`src/rtl/vector_pkg.sv`:
```
// rtl/vector_pkg.sv - shared opcodes, sequencer states and opcode check
package vector_pkg;

    localparam logic [7:0] OP_RELU    = 8'h05;
    localparam logic [7:0] OP_ADD     = 8'h06;
    localparam logic [7:0] OP_SOFTMAX = 8'h07;

    typedef enum logic [1:0] {
        ST_IDLE  = 2'd0,
        ST_ISSUE = 2'd1,
        ST_DRAIN = 2'd2,
        ST_DONE  = 2'd3
    } seq_state_t;

    function automatic logic is_supported_op(input logic [7:0] op);
        return (op == OP_RELU) || (op == OP_ADD) || (op == OP_SOFTMAX);
    endfunction

endpackage

```
`src/rtl/vector_alu_sequencer.sv`:
```
// rtl/vector_alu_sequencer.sv - vector command issue stage feeding the ALU
module vector_alu_sequencer
    import vector_pkg::*;
#(
    parameter int DATA_W = 32,
    parameter int ADDR_W = 8,
    parameter int LEN_W  = 8
) (
    input  logic              clk,
    input  logic              rst,
    input  logic              cmd_valid,
    output logic              cmd_ready,
    input  logic [7:0]        cmd_opcode,
    input  logic [ADDR_W-1:0] cmd_src1,
    input  logic [ADDR_W-1:0] cmd_src2,
    input  logic [ADDR_W-1:0] cmd_dst,
    input  logic [LEN_W-1:0]  cmd_len,
    output logic              rd_en,
    output logic [ADDR_W-1:0] rd_addr1,
    output logic [ADDR_W-1:0] rd_addr2,
    input  logic [DATA_W-1:0] rd_data1,
    input  logic [DATA_W-1:0] rd_data2,
    output logic [7:0]        alu_opcode,
    output logic [DATA_W-1:0] alu_in1,
    output logic [DATA_W-1:0] alu_in2,
    input  logic [DATA_W-1:0] alu_out,
    output logic              wr_en,
    output logic [ADDR_W-1:0] wr_addr,
    output logic [DATA_W-1:0] wr_data,
    output logic              busy,
    output logic              done,
    output logic              err
);

    seq_state_t        state;
    logic [7:0]        op_q;
    logic [ADDR_W-1:0] src1_q;
    logic [ADDR_W-1:0] src2_q;
    logic [ADDR_W-1:0] dst_q;
    logic [LEN_W-1:0]  len_q;
    logic [LEN_W-1:0]  cnt;
    logic              err_q;

    // Stage 1 = SRAM data returning, stage 2 = registered ALU result returning.
    logic              v1;
    logic              v2;
    logic [LEN_W-1:0]  idx1;
    logic [LEN_W-1:0]  idx2;

    logic              accept;
    logic              last_elem;

    // Ready is held low while reset is asserted so nothing looks acceptable then.
    assign cmd_ready = (state == ST_IDLE) && !rst;
    assign accept    = cmd_valid && cmd_ready;
    assign last_elem = (cnt == (len_q - LEN_W'(1)));

    // Command latch, element counter and IDLE/ISSUE/DRAIN/DONE sequencing.
    always_ff @(posedge clk or posedge rst) begin
        if (rst) begin
            state  <= ST_IDLE;
            op_q   <= '0;
            src1_q <= '0;
            src2_q <= '0;
            dst_q  <= '0;
            len_q  <= '0;
            cnt    <= '0;
            err_q  <= 1'b0;
        end else begin
            case (state)
                ST_IDLE: begin
                    if (accept) begin
                        op_q   <= cmd_opcode;
                        src1_q <= cmd_src1;
                        src2_q <= cmd_src2;
                        dst_q  <= cmd_dst;
                        len_q  <= cmd_len;
                        cnt    <= '0;
                        if (is_supported_op(cmd_opcode) && (cmd_len != '0)) begin
                            state <= ST_ISSUE;
                            err_q <= 1'b0;
                        end else begin
                            state <= ST_DONE;
                            err_q <= !is_supported_op(cmd_opcode);
                        end
                    end
                end
                ST_ISSUE: begin
                    cnt <= cnt + LEN_W'(1);
                    if (last_elem) begin
                        state <= ST_DRAIN;
                    end
                end
                // Leave once stage 1 is empty: stage 2 retires the final write this
                // cycle, so both valids are clear when DONE is entered.
                ST_DRAIN: begin
                    if (!v1) begin
                        state <= ST_DONE;
                    end
                end
                ST_DONE: begin
                    state <= ST_IDLE;
                end
                default: begin
                    state <= ST_IDLE;
                end
            endcase
        end
    end

    // Valid/index pipeline tracking the read-to-result latency.
    always_ff @(posedge clk or posedge rst) begin
        if (rst) begin
            v1   <= 1'b0;
            v2   <= 1'b0;
            idx1 <= '0;
            idx2 <= '0;
        end else begin
            v1   <= rd_en;
            idx1 <= cnt;
            v2   <= v1;
            idx2 <= idx1;
        end
    end

    assign rd_en      = (state == ST_ISSUE);
    assign rd_addr1   = rd_en ? (src1_q + ADDR_W'(cnt)) : '0;
    assign rd_addr2   = rd_en ? (src2_q + ADDR_W'(cnt)) : '0;

    assign alu_opcode = op_q;
    assign alu_in1    = v1 ? rd_data1 : '0;
    assign alu_in2    = v1 ? rd_data2 : '0;

    assign wr_en      = v2;
    assign wr_addr    = v2 ? (dst_q + ADDR_W'(idx2)) : '0;
    assign wr_data    = v2 ? alu_out : '0;

    assign busy       = (state != ST_IDLE);
    assign done       = (state == ST_DONE);
    assign err        = done && err_q;

endmodule

```
`config.mk`:
```
export PLATFORM = sky130hd
export DESIGN_NAME = vector_alu_sequencer
export DESIGN_NICKNAME = d
export VERILOG_FILES = /design/src/rtl/vector_pkg.sv /design/src/rtl/vector_alu_sequencer.sv
export SDC_FILE = /design/constraint.sdc
export NUM_CORES = 1
export LEC_CHECK = 0
export BUFFER_PORTS_ARGS = -buffer_cell sky130_fd_sc_hd__buf_2
export CORE_AREA = 2 2 107 109
export CTS_CLUSTER_SIZE = 30
export DETAILED_ROUTE_END_ITERATION = 16
export DIE_AREA = 0 0 109 111
export PLACE_DENSITY_LB_ADDON = 0.3
export SYNTH_ARGS = -nofsm -noshare
export SYNTH_HDL_FRONTEND = slang
export SYNTH_SLANG_ARGS = --single-unit
```
`constraint.sdc`:
```
create_clock -name clk -period 3 [get_ports clk]
set_clock_uncertainty 0.2 [all_clocks]
set_input_delay 0.15 -clock clk [delete_from_list [all_inputs] [get_ports clk]]
set_output_delay 0.15 -clock clk [all_outputs]
set_load 0.02 [all_outputs]
```
Word-level counts from Yosys, hierarchy flattened
Index checks and enable logic that the tools add are counted.

storage, ports and cells
  bits in registers = 69
  input port bits = 139
  output and inout bits = 134

operators by class
  add/subtract/negate cells = 5
  equality and inequality tests = 10
  multiplexer cells = 14
  reduce and logical (&&, ||, !) cells = 15

operators with widths
  cell                                                  number
  2-to-1 mux 32 bit                                     3
  2-to-1 mux 8 bit                                      4
  adder 8 bit                                           3
  equality test 8 x 3 -> 1 bit (second input constant)  3
  case mux 8 bit (2 select lines)                       1
  adder 8 x 1 -> 8 bit (second input constant)          1
  equality test 8 bit                                   1
  2-to-1 mux 2 bit                                      4
  case mux 2 bit (4 select lines)                       1
  nonzero test 8 bit                                    1
  subtractor 8 x 1 -> 8 bit (second input constant)     1
  equality test 2 bit (second input constant)           2
  logical AND 1 bit                                     4
  != test 2 bit (second input constant)                 2
  AND reduction 2 bit                                   2
  nonzero test 2 bit                                    2
  AND reduction 3 bit                                   1
  equality test 2 x 1 -> 1 bit (second input constant)  1
  logical NOT 1 bit                                     2
  logical NOT 2 bit                                     1
  logical OR 1 bit                                      2
  != test 2 x 1 -> 1 bit (second input constant)        1
  2-to-1 mux 1 bit                                      1

Longest topological paths before layout
  depth after elaboration = 7
  mapped depth = 9
  depth with buffers taken out = 8

Worst setup path after synthesis
OpenSTA, ideal clock, no wires.

  path kind = flip-flop to output port
  from = register cnt[0]
  to = output rd_addr2[6]
  arrival time = 2.036 ns
  data required time = 2.650 ns
  slack = 0.614 ns
  stages on the path, launching flop included = 9
  buffers on the path = 0
  cells stage by stage = dfrtp_1 -> ha_1 -> fa_1 -> a21o_1 -> a21oi_1 -> o21bai_1 -> a21oi_1 -> xor2_1 -> nor2_1

between the ends
  word-level cells in the longest chain between the ends = 2

ends and longest elaborated chain
  what                      RTL line                     RTL
  start: declaration        vector_alu_sequencer.sv:41   logic [LEN_W-1:0] cnt;
  start signal: assignment  vector_alu_sequencer.sv:89   cnt <= cnt + LEN_W'(1);
  adder 8 bit               vector_alu_sequencer.sv:128  assign rd_addr2 = rd_en ? (src2_q + ADDR_W'(cnt)) : '0;
  2-to-1 mux 8 bit          vector_alu_sequencer.sv:128
  end: declaration          vector_alu_sequencer.sv:20   output logic [ADDR_W-1:0] rd_addr2,

Every way passes these cells.

Worst setup path in the final report
  from = register cnt[0]
  to = output rd_addr1[6]

between the ends
  word-level cells in the longest chain between the ends = 2

ends and longest elaborated chain
  what              RTL line                     RTL
  adder 8 bit       vector_alu_sequencer.sv:127  assign rd_addr1 = rd_en ? (src1_q + ADDR_W'(cnt)) : '0;
  2-to-1 mux 8 bit  vector_alu_sequencer.sv:127
  end: declaration  vector_alu_sequencer.sv:19   output logic [ADDR_W-1:0] rd_addr1,

Every way passes these cells.

==> results.cfg <==
[die]
die-area_um2 = 12100
die_w_um = 109
ios = 273
die_h_um = 111
start_util = 0.401
num_rows = 39
core_um2 = 11100

[yosys]
synth.yosys.seq_area_share = 0.389
synth_largest_area_cell = dfrtp_1
synth-warning-count = 0
synth_async_sr_flop_share = 1.00
synth_fp_nets = 608
synthCells = 438
syn_area_per_cell_um2 = 10.1
ys.flop_type = dfrtp_1
synth_top_area_share = 0.389
syn_area_um2 = 4440
yosysUniqueCellTypes = 43
ys_ff_latch = 69
synth_edf_count = 0
synth.area.top_cells = dfrtp_1, and2_1, mux2_2

[worst_setup_path]
arrival_ns = 2.51
slowest_delay_ns = 0.48
critPathMaxFanout = 8
path_buf_inv = 1
critPathTopFamily = adder cells
cp.required_ns = 2.65
slowest_stage = dfrtp_2
path_cells = ha_1, fa_1, a21o_1, a21oi_2, o21bai_1, a21oi_1, xor2_1, nor2_1, buf_2
crit_path_start_kind = flop
endpoint_kind = output port
worst-setup-path-type = flop to output port

[detailed_routing]
wirelength_um = 14500
first_pass_iters = 5
drt-initial-drc-count = 161
vias_per_cell = 4.91
route.antenna.remaining_nets = 0
drcViolationCount = 0
wl_per_cell_um = 16.2
dr_total_vias = 4391

[sta]
rsz0062_at_grt = no
max-slew-margin-rel = 0.455
hold_viol_final = 0
slew_violations = 0
tns_ns = 0
hold_slack_ns = 0.0554
fin_crit_ns = 2.86
finalSetupViolations = 0
fmax_mhz = 349
worstMarginPinSlew_ns = 0.817
post-route-period-util = 0.954

[cts]
cts_inserted_buffers = 9
clk_latency_ns = 0.33
cts_max_path_buffers = 2
cts_max_level = 3
cts_tree = done
cts_num_sinks = 69
clock_tree.root_cell = clkbuf_16
clk_pin_slew_ns = 0.06

[global_routing]
met2_usage = 0.378
grt_overflow = 0
grt_pass1_vias = 4349
grt_use_met3 = 0.0976
grt_pass1_wl_um = 21900
grt_max_degree = 66
grt_use_total = 0.238
top_usage_layer = met2
antenna_found_initial = 0
grtUsageMet1 = 0.304

[cells_and_area]
drive_gt1_frac = 0.453
insertedDiodeCount = 0
synthToLayoutAreaGrowth_pct = 50.3
nets = 917

[power_and_ir_drop]
vdd_drop_max_mv = 0.349
power.density_nw_per_um2 = 359
p_leak_nw = 3.59

[flow_run]
maxCapViolations = 0

[placed_design]
hpwlAfterDp_um = 11300
gp_congestion = 0.945
io_buffer_count = 272

[hold_path]
hold_class = input port to flop

[run_status]
status = finished, final reports clean
-- cell usage in the layout (no fill, tap or decap), types with 3 or more instances in the layout --
cell type	Yosys	layout
a21o_1	6	6
fa_1	3	3
inv_1	13	12
nand2b_1	5	5
nand2_1	8	8
o21ai_0	10	10
clkbuf_16	0	9
nor4_1	5	5
dlygate4sd3_1	0	41
xnor2_1	18	18
or3_1	3	3
a21oi_1	21	20
o21bai_1	6	6
ha_1	28	28
xor2_1	14	14
nand3_1	6	6
nor2_1	26	26
buf_2	1	272
dfrtp_1	69	67
and2_1	108	108
mux2_2	40	40
buf_4	1	3
mux2i_1	3	3
-- worst register-to-register path, cell delays in order, from the launching register on --
cell      delay [ns]
dfrtp_1         0.43
or4_4           0.56
or4_1           0.53
o311ai_1        0.09
a31o_1          0.16
a22oi_2         0.08
mux2_4          0.33
-- final timing paths --
path	from	endpoint	slack (ns)	cells after the start
worst max-delay path	cnt[0]	rd_addr1[6]	0.14	9
min in group asynchronous	rst	src1_q[5]	0.36	3
max in group asynchronous	rst	cnt[1]	1.59	4
worst min-delay path	cmd_valid	cnt[1]	0.06	4
worst max register to register	len_q[0]	state[1]	0.49	6
worst min register to register	idx1[1]	idx2[1]	0.15	0
-- cells in the mapped netlist, types with 2 or more instances --
cell type / n
and2_1: 108
dfrtp_1: 69
mux2_2: 40
ha_1: 28
nor2_1: 26
a21oi_1: 21
xnor2_1: 18
clkbuf_1: 17
xor2_1: 14
inv_1: 13
o21ai_0: 10
nand2_1: 8
a21o_1: 6
nand3_1: 6
o21bai_1: 6
nand2b_1: 5
nor4_1: 5
fa_1: 3
mux2i_1: 3
or3_1: 3
and3_1: 2
nand3b_1: 2
nor2b_1: 2
o211ai_1: 2
or4_1: 2
or4b_1: 2
-- metal layers --
metal,part of all wire,routed length (um)
met3,0.12,1770
met1,0.41,5950
met2,0.46,6610
met4,0.0093,135
met5,0,0
-- registers in the layout, indices dropped and copies added, names as in the netlist --
register    count
wr_en           1
src2_q          8
dst_q           8
v1              1
state           2
idx1            8
len_q           8
cnt             8
idx2            8
err_q           1
alu_opcode      8
src1_q          8
-- per-stage QoR --
step           power [W]  setup WS (ns)  cells  area [um^2]   util
2_1_floorplan    0.00110          0.614    438         4440      -
3_3_place_gp     0.00128          0.470    838         5950  0.537
3_5_place_dp     0.00128          0.458    838         5950  0.537
4_1_cts          0.00242         0.0586    895         6660  0.602
5_1_grt          0.00249        0.00266    895         6670  0.602
6_report         0.00240          0.138    895         6670  0.602
-- cells by family after synthesis --
group           Yosys count  synth area share
simple gates            176             0.232
flops                    69             0.389
compound gates           53            0.0778
mux                      44             0.112
xor+xnor                 33            0.0693
buf+inv                  32            0.0282
fa+ha+maj                31            0.0924
-- report_power, final --
| group | total, W | switching, W | internal, W |
|---|---|---|---|
| clock | 0.00109 | 0.000428 | 0.000658 |
| sequential | 0.000931 | 0 | 0.000931 |
| combinational | 0.000379 | 0.000199 | 0.000180 |
| total | 0.00240 | 0.000628 | 0.00177 |
-- final cells by class --
type / count / area (um^2)
Fill cell: 905 / 4410
Multi-Input combinational cell: 337 / 2590
Timing Repair Buffer: 317 / 1810
Sequential cell: 69 / 1730
Clock buffer: 9 / 225
Tap cell: 143 / 179
Clock inverter: 7 / 82.6
Inverter: 13 / 48.8
-- what timing repair did --
| action | 4_1_cts | 5_1_grt |
|---|---|---|
| endpoints found under the setup margin | 0 | 3 |
| buffers inserted | 0 | 0 |
| hold buffers | 41 | 0 |
| endpoints found under the hold margin | 76 | 0 |
| resized for setup | 0 | 3 |
Note: power is estimated with default switching activity, not from simulation.
